### src/rtl/uart_rx_axis.sv
// Parametrised UART receiver: synchronised, majority-voted line sampling with
// parity/framing checks, feeding a small FIFO drained as an AXI-Stream master.
module uart_rx_axis #(
    parameter int CLK_FREQ   = 100_000_000,
    parameter int BAUD       = 115200,
    parameter int DATA_BITS  = 8,
    parameter int PARITY     = 0,
    parameter int STOP_BITS  = 1,
    parameter int FIFO_DEPTH = 4
) (
    input  logic                 clk,
    input  logic                 rst,
    input  logic                 rx,
    output logic [DATA_BITS-1:0] m_axis_tdata,
    output logic [1:0]           m_axis_tuser,
    output logic                 m_axis_tvalid,
    input  logic                 m_axis_tready,
    output logic                 overrun,
    output logic [7:0]           err_count,
    input  logic                 err_clr
);

    localparam int BAUD_DIV = CLK_FREQ / BAUD;
    localparam int HALF     = BAUD_DIV / 2;
    localparam int CNT_W    = $clog2(BAUD_DIV);
    localparam int BIT_W    = $clog2(DATA_BITS + 1);
    localparam int AW       = $clog2(FIFO_DEPTH);
    localparam int WORD_W   = DATA_BITS + 2;

    localparam logic [CNT_W-1:0] CNT_LAST = CNT_W'(BAUD_DIV - 1);
    localparam logic [CNT_W-1:0] CNT_HALF = CNT_W'(HALF);

    typedef enum logic [2:0] {
        S_IDLE, S_START, S_DATA, S_PARITY, S_STOP, S_WAIT_HIGH
    } state_t;

    logic                 sync1_q, sync2_q;
    logic [2:0]           samp_q;
    state_t               state_q, state_d;
    logic [CNT_W-1:0]     baud_cnt_q, baud_cnt_d;
    logic [BIT_W-1:0]     bit_cnt_q, bit_cnt_d;
    logic [DATA_BITS-1:0] shreg_q, shreg_d;
    logic                 perr_q, perr_d;
    logic                 ferr_q, ferr_d;
    logic                 push;
    logic                 stop_ferr;
    logic                 maj;
    logic                 tick;

    logic [WORD_W-1:0]    mem_q [FIFO_DEPTH];
    logic [AW:0]          wr_ptr_q, rd_ptr_q;
    logic                 empty, full, pop, do_push, drop;
    logic [WORD_W-1:0]    push_word, head_word;
    logic                 overrun_q;
    logic [7:0]           err_cnt_q;

    assign maj       = (samp_q[0] & samp_q[1]) | (samp_q[0] & samp_q[2]) | (samp_q[1] & samp_q[2]);
    assign tick      = (baud_cnt_q == CNT_LAST);
    assign stop_ferr = ferr_q | ~maj;
    assign push_word = {stop_ferr, perr_q, shreg_q};

    // NOTE: every always_comb output gets a default before the case so no path leaves it unassigned (no latch).
    always_comb begin
        state_d    = state_q;
        baud_cnt_d = tick ? '0 : baud_cnt_q + CNT_W'(1);
        bit_cnt_d  = bit_cnt_q;
        shreg_d    = shreg_q;
        perr_d     = perr_q;
        ferr_d     = ferr_q;
        push       = 1'b0;
        case (state_q)
            S_IDLE: begin
                if (!sync2_q) begin
                    baud_cnt_d = '0;
                    state_d    = S_START;
                end
            end
            S_START: begin
                if (baud_cnt_q == CNT_HALF) begin
                    if (maj) begin
                        state_d = S_IDLE;
                    end else begin
                        baud_cnt_d = '0;
                        bit_cnt_d  = '0;
                        perr_d     = 1'b0;
                        ferr_d     = 1'b0;
                        state_d    = S_DATA;
                    end
                end
            end
            S_DATA: begin
                if (tick) begin
                    shreg_d = {maj, shreg_q[DATA_BITS-1:1]};
                    if (bit_cnt_q == BIT_W'(DATA_BITS - 1)) begin
                        bit_cnt_d = '0;
                        state_d   = (PARITY != 0) ? S_PARITY : S_STOP;
                    end else begin
                        bit_cnt_d = bit_cnt_q + BIT_W'(1);
                    end
                end
            end
            S_PARITY: begin
                if (tick) begin
                    perr_d  = ((^shreg_q) ^ maj) != (PARITY == 1);
                    state_d = S_STOP;
                end
            end
            S_STOP: begin
                if (tick) begin
                    ferr_d = stop_ferr;
                    if (bit_cnt_q == BIT_W'(STOP_BITS - 1)) begin
                        push    = 1'b1;
                        state_d = stop_ferr ? S_WAIT_HIGH : S_IDLE;
                    end else begin
                        bit_cnt_d = bit_cnt_q + BIT_W'(1);
                    end
                end
            end
            S_WAIT_HIGH: begin
                if (sync2_q) state_d = S_IDLE;
            end
            default: state_d = S_IDLE;
        endcase
    end

    assign empty     = (wr_ptr_q == rd_ptr_q);
    assign full      = (wr_ptr_q[AW] != rd_ptr_q[AW]) && (wr_ptr_q[AW-1:0] == rd_ptr_q[AW-1:0]);
    assign pop       = m_axis_tvalid & m_axis_tready;
    assign do_push   = push & (~full | pop);
    assign drop      = push & full & ~pop;
    assign head_word = mem_q[rd_ptr_q[AW-1:0]];

    // NOTE: the FIFO storage has no reset; outputs are gated by tvalid so stale entries never leak out.
    assign m_axis_tvalid = ~empty;
    assign m_axis_tdata  = m_axis_tvalid ? head_word[DATA_BITS-1:0] : '0;
    assign m_axis_tuser  = m_axis_tvalid ? head_word[WORD_W-1:DATA_BITS] : 2'b00;
    assign overrun       = overrun_q;
    assign err_count     = err_cnt_q;

    always_ff @(posedge clk) begin
        if (do_push) mem_q[wr_ptr_q[AW-1:0]] <= push_word;
    end

    // NOTE: state registers use non-blocking assignments so every flop samples pre-edge values.
    always_ff @(posedge clk) begin
        if (rst) begin
            sync1_q    <= 1'b1;
            sync2_q    <= 1'b1;
            samp_q     <= 3'b111;
            state_q    <= S_IDLE;
            baud_cnt_q <= '0;
            bit_cnt_q  <= '0;
            shreg_q    <= '0;
            perr_q     <= 1'b0;
            ferr_q     <= 1'b0;
            wr_ptr_q   <= '0;
            rd_ptr_q   <= '0;
            overrun_q  <= 1'b0;
            err_cnt_q  <= '0;
        end else begin
            sync1_q    <= rx;
            sync2_q    <= sync1_q;
            samp_q     <= {samp_q[1:0], sync2_q};
            state_q    <= state_d;
            baud_cnt_q <= baud_cnt_d;
            bit_cnt_q  <= bit_cnt_d;
            shreg_q    <= shreg_d;
            perr_q     <= perr_d;
            ferr_q     <= ferr_d;
            if (do_push) wr_ptr_q <= wr_ptr_q + 1'b1;
            if (pop)     rd_ptr_q <= rd_ptr_q + 1'b1;

            // A set/increment in the same cycle as err_clr takes priority over the clear.
            if (drop)         overrun_q <= 1'b1;
            else if (err_clr) overrun_q <= 1'b0;

            if (do_push && push_word[WORD_W-1:DATA_BITS] != 2'b00) begin
                if (err_clr)                err_cnt_q <= 8'd1;
                else if (err_cnt_q != 8'hFF) err_cnt_q <= err_cnt_q + 8'd1;
            end else if (err_clr) begin
                err_cnt_q <= '0;
            end
        end
    end

endmodule

### config.mk
export PLATFORM = sky130hd
export DESIGN_NAME = uart_rx_axis
export DESIGN_NICKNAME = d
export VERILOG_FILES = /design/src/rtl/uart_rx_axis.sv
export SDC_FILE = /design/constraint.sdc
export NUM_CORES = 1
export LEC_CHECK = 0
export CAP_MARGIN = 20
export CORE_ASPECT_RATIO = 0.6
export CORE_UTILIZATION = 59
export DETAILED_ROUTE_END_ITERATION = 16
export PLACE_DENSITY_LB_ADDON = 0.12
export SYNTH_ARGS = -nofsm -noshare
export SYNTH_HDL_FRONTEND = slang
export SYNTH_SLANG_ARGS = --single-unit
### constraint.sdc
create_clock -name clk -period 2.63 [get_ports clk]
set_input_delay 0.3945 -clock clk [delete_from_list [all_inputs] [get_ports clk]]
set_output_delay 0.3945 -clock clk [all_outputs]
set_load 0.005 [all_outputs]
After elaboration in Yosys (flattened, before gate mapping):

Memory sizes are Yosys's and may differ from the RTL's. A register that Yosys moved wholly into a read port is not among the register bits.
Cells that the tools add are included.

* register bits after elaboration: 47
* bits in writable memories: 40
* input port bits: 5
* output and inout bits: 20
* logic and storage cells: 119
* memories: 1

* add/sub/neg operators: 5
* eq/ne operators: 22
* multiplexer cells: 44
* bitwise gates (word level): 16
* reduce and logical (&&, ||, !) cells: 18

Memories
* mem_q: depth 4, width 10, rd ports 1, clocked after Yosys merged registers in 1, write ports 1, RTL line 50 `logic [WORD_W-1:0] mem_q [FIFO_DEPTH];`

Operators by type and width (count)
* $mux 10: 4
* $mux 8: 5
* $mux 3: 9
* $mux 4: 6
* $ne 2x2->1 const B: 10
* $pmux 10 s2: 1
* $pmux 3 s6: 1
* $pmux 4 s3: 1
* $reduce_bool 2->1: 6
* $mux 1: 11
* $add 10x1->10 const B: 1
* $eq 10x10->1 const B: 1
* $eq 10x9->1 const B: 1
* $add 8x1->8 const B: 1
* $mux 2: 4
* $ne 8x8->1 const B: 1
* $reduce_and 4->1: 2
* $reduce_and 8->1: 1
* $reduce_xor 8->1: 1
* $and 1x1->1: 7
* $add 3x1->3 const B: 2
* $eq 3x2->1 const B: 2
* $eq 3x3->1 const B: 2
* $reduce_and 6->1: 1
* 15 further kinds: 24

Longest topological paths before layout:

Gate-level depths: netlist of the first run.

* depth in word-level cells: 9
* gate-level depth with buffers: 8
* mapped depth without buffers: 7

Least setup slack after synthesis of the first run:

No wires, ideal clock.

* path kind: register to register
* from: register baud_cnt_q[0]
* to: memory mem_q[2][0] in the netlist's numbering (enable)
* setup time: 0.343 ns
* data arrival time: 1.657 ns
* required time: 2.287 ns
* slack: 0.630 ns
* stages on the path, launching flop included: 7
* path buffers: 1
* period minus slack after synthesis: 2.000 ns
* cells stage by stage: dfxtp_1 > ha_1 > and4bb_2 > and3_1 > buf_4 > and3_1 > and2_1

* word-level cells in the longest chain between the ends: 6

RTL lines
* start, declared: RTL line 40 `logic [CNT_W-1:0] baud_cnt_q, baud_cnt_d;`
* start signal, assigned: RTL line 165 `baud_cnt_q <= baud_cnt_d;`
* $eq 10x10->1: RTL line 58 `assign tick = (baud_cnt_q == CNT_LAST);`
* $mux 1: RTL line 109 `if (tick) begin`
* $mux 1: RTL line 71 `case (state_q)`
* $and 1x1->1: RTL line 129 `assign do_push = push & (~full | pop);`
* $mux 1: RTL line 141 `if (do_push) mem_q[wr_ptr_q[AW-1:0]] <= push_word;`
* $mux 1 (implied by the code): RTL line 141
* end, declared: RTL line 50

No other way between the ends.

==> flow_metrics.env, run 1 <==
export IMPL_hold_violations=0
export IMPL_reg2reg_from="baud_cnt_q[0]$_SDFF_PP0_"
export IMPL_outcome="finished clean"
export IMPL_clkTransAtPathRegs_ns=0.06
export IMPL_grt_usage_pct=25.9
export IMPL_tns_ns=0
export IMPL_drive_gt1_share_pct=11.8
export IMPL_place_gp_congestion=0.857
export IMPL_area_growth_pct=16.0
export IMPL_tightest_slew_ns=0.688
export IMPL_holdBufCountCts=0
export IMPL_r2r_end="mem_q[1][6]$_DFFE_PP_"
export IMPL_grt_antenna_before_repair=0
export IMPL_synth_fp_nets=371
export IMPL_rrSetupSlack_ns=0.27
export IMPL_syn_cell_area_um2=4040
export IMPL_rsz0062_at_grt="false"
export IMPL_synth_most_common_cell="dfxtp_1"
export IMPL_maxCapViolations=0
export IMPL_critical_path_arrival_ns=2.03
export IMPL_synth_commonest_cells="49 x dfxtp_1, 40 x edfxtp_1, 31 x nand2_1, 25 x a21oi_1, 25 x nor2_1"
export IMPL_timing_final_crit_share_pct=92.1
export IMPL_vias=2828
export IMPL_ant_nets=0
export IMPL_drtPass1Iterations=4
export IMPL_hold_depth=1
export IMPL_fp_coreArea_um2=6360
export IMPL_root_buffer="clkbuf_16"
export IMPL_clockBufferDepth=2
export IMPL_setup_violations=0
export IMPL_leakagePower_nw=1.58
export IMPL_htree_levels=3
export IMPL_max_freq_mhz=413
export IMPL_drc=0
export IMPL_critPathCapture="m_axis_tdata[5]"
export IMPL_drt_wirelength_per_cell_um=17.6
export IMPL_syn_inst=356
export IMPL_die_h_um=66.1
export IMPL_ctsResizeCount=0
export IMPL_start_util_pct=63.5
export IMPL_p_per_area_nw_per_um2=635
export IMPL_cts_inserted_buffers=9
export IMPL_post_dp_cell_area_um2=4390
export IMPL_critical_path_endpoint_type="primary output"
export IMPL_synth_top_area_share_pct=29.7
export IMPL_syn_area_per_cell_um2=11.3
export IMPL_design_area_um2=4680
export IMPL_crit_path_max_fanout=10
export IMPL_insertedDiodeCount=0
export IMPL_grt_pass1_wl_mm=13.4
export IMPL_max_vdd_ir_drop_uv=449
export IMPL_gr_total_overflow=0
export IMPL_drt_total_wl_mm=8.37
export IMPL_finalCriticalPeriod_ns=2.42
export IMPL_ys_warn_count=0
export IMPL_required_ns=2.24
export IMPL_cp_start_kind="flop"
export IMPL_cts_sinks=89
export IMPL_ys_ff_latch=89
export IMPL_grt_pass1_vias=2622
export IMPL_ff2ff_path_depth=5
export IMPL_io_pins=25
export IMPL_routed_via_density=5.97
export IMPL_ys_seq_area_share_pct=54.0
export IMPL_synthArstFlopShare_pct=0
export IMPL_grt_max_degree=37
export IMPL_hold_class="flop to flop"
export IMPL_nets=400
export IMPL_whs_ns=0.429
export IMPL_slew_headroom_pct=53.6
export IMPL_criticalPathCategory="flop to primary output"
export IMPL_synth_enable_flop_cells=40
export IMPL_slew_viol_final=0
export IMPL_cts_tree="done"
export IMPL_yosys_area_top_type="edfxtp_1"
export IMPL_die_area_um2=7190
export IMPL_fin_worst_skew_ns=0.00543
export IMPL_netlist_top_cells_area="edfxtp_1 30%, dfxtp_1 24%, mux4_2 5.6%"
export IMPL_hpwl_mm=5.53
export IMPL_rows=22
export IMPL_insertion_delay_ns=0.34
export IMPL_ys_flop_type="dfxtp_1"
export IMPL_finalNonFillerCells=474
export IMPL_drt_iter0_drc=210
export IMPL_dp_cells=456
export IMPL_yosysUniqueCellTypes=53
export IMPL_die_w_um=109
export IMPL_port_buffers=24
[cell usage in the layout, fill, tap and decap left out, types with 2 or more instances in the layout]
master,count
inv_1,13
or2_2,7
nand4_1,5
edfxtp_1,40
a311oi_1,2
xnor2_1,14
o21ai_0,9
nand3b_1,3
nand4b_1,3
nand3_1,13
xor2_1,8
nor3b_1,4
o31ai_1,7
clkbuf_16,9
nand2b_1,2
nor3_1,2
nor2_1,25
a211oi_1,2
buf_4,9
a211o_1,3
clkdlybuf4s50_1,24
nor2b_1,3
dfxtp_1,49
a21oi_1,25
and3_1,4
nand2_1,31
or4_1,6
mux4_2,10
and2_1,14
clkbuf_1,3
or3b_1,3
ha_1,10
and4_1,3
[stage by stage]
stage                     power [mW]  utilization, %  setup slack [ns]
after detailed placement        1.76            69.0             0.310
final                           2.97            73.7             0.208
after CTS                       2.99            73.4            0.0945
after global placement          1.76            69.0             0.408
after global routing            3.08            73.7            0.0995
after floorplan                 1.71               -             0.630
[power breakdown]
group / internal [mW] / leakage (nW) / total [mW] / switching, mW
Sequential: 1.45 / 0.775 / 1.49 / 0.0371
Clock: 0.732 / 0.134 / 1.23 / 0.503
Combinational: 0.0935 / 0.669 / 0.247 / 0.153
[state kept, by name, summed over array words and instances, names as in the netlist, 3 cells and up, named ones only]
| name | flops |
|---|---|
| rd_ptr_q | 3 |
| mem_q | 40 |
| state_q | 3 |
| samp_q | 3 |
| baud_cnt_q | 10 |
| bit_cnt_q | 4 |
| shreg_q | 8 |
| err_count | 8 |
| wr_ptr_q | 3 |
[worst max-delay path: stages (launching register included)]
cell	delay, ns
dfxtp_1	0.31
buf_4	0.22
mux4_2	0.54
and2_1	0.17
clkdlybuf4s50_1	0.44
[final cells by class]
| class | count | area, um2 |
|---|---|---|
| Clock buffer | 12 | 236 |
| Clock inverter | 4 | 46.3 |
| Fill cell | 424 | 1680 |
| Inverter | 13 | 48.8 |
| Multi-Input combinational cell | 238 | 1740 |
| Sequential cell | 89 | 2180 |
| Tap cell | 84 | 105 |
| Timing Repair Buffer | 34 | 328 |
[timing repair]
item | 4_1_cts | 5_1_grt
setup endpoints to repair | 0 | 6
hold endpoints to repair | 0 | 0
buffers inserted | 0 | 2
[routing by layer]
metal | track usage [%] | wire (um) | vias to the layer above
met5 | 0 | 0 | -
met4 | 10.5 | 138 | 0
met3 | 7.19 | 597 | 11
met2 | 35.8 | 3540 | 96
met1 | 38.0 | 4090 | 1369
li1 | - | - | 1352
[cells by family (layout without fill, tap and decap cells)]
| kind of cell | Yosys count | count (layout) | synth area share, % |
|---|---|---|---|
| adders and majority gates | 11 | 11 | 3.38 |
| muxes | 11 | 11 | 5.82 |
| and+or+nand+nor | 135 | 135 | 18.7 |
| buffers and inverters | 29 | 63 | 2.97 |
| DFF | 89 | 89 | 54.0 |
| xor gates and xnor gates | 22 | 22 | 4.77 |
| AOI/OAI and AO/OA | 59 | 59 | 10.3 |
[how the worst min path moves through the flow]
stage / start / slack (ns) / end
finish: sync1_q$_SDFF_PP1_ / 0.43 / sync2_q$_SDFF_PP1_
global route: sync1_q$_SDFF_PP1_ / 0.44 / sync2_q$_SDFF_PP1_
CTS: sync1_q$_SDFF_PP1_ / 0.43 / sync2_q$_SDFF_PP1_
detailed placement: sync1_q$_SDFF_PP1_ / 0.40 / sync2_q$_SDFF_PP1_
global placement: sync1_q$_SDFF_PP1_ / 0.40 / sync2_q$_SDFF_PP1_
floorplan: sync1_q$_SDFF_PP1_ / 0.39 / sync2_q$_SDFF_PP1_
No activity file was read; power rests on OpenSTA's default activity.
==> run 2: changes to the inputs <==
CAP_MARGIN = not set   (was 20)
==> results of run 2 <==
Same layout as run 1: the final DEF is identical, and so are final timing and power.
==> run 3: changes to the inputs <==
CTS_CLUSTER_SIZE = 25   (was not set)
==> results of run 3 <==
Same layout as run 1: the final DEF is identical, and so are final timing and power.
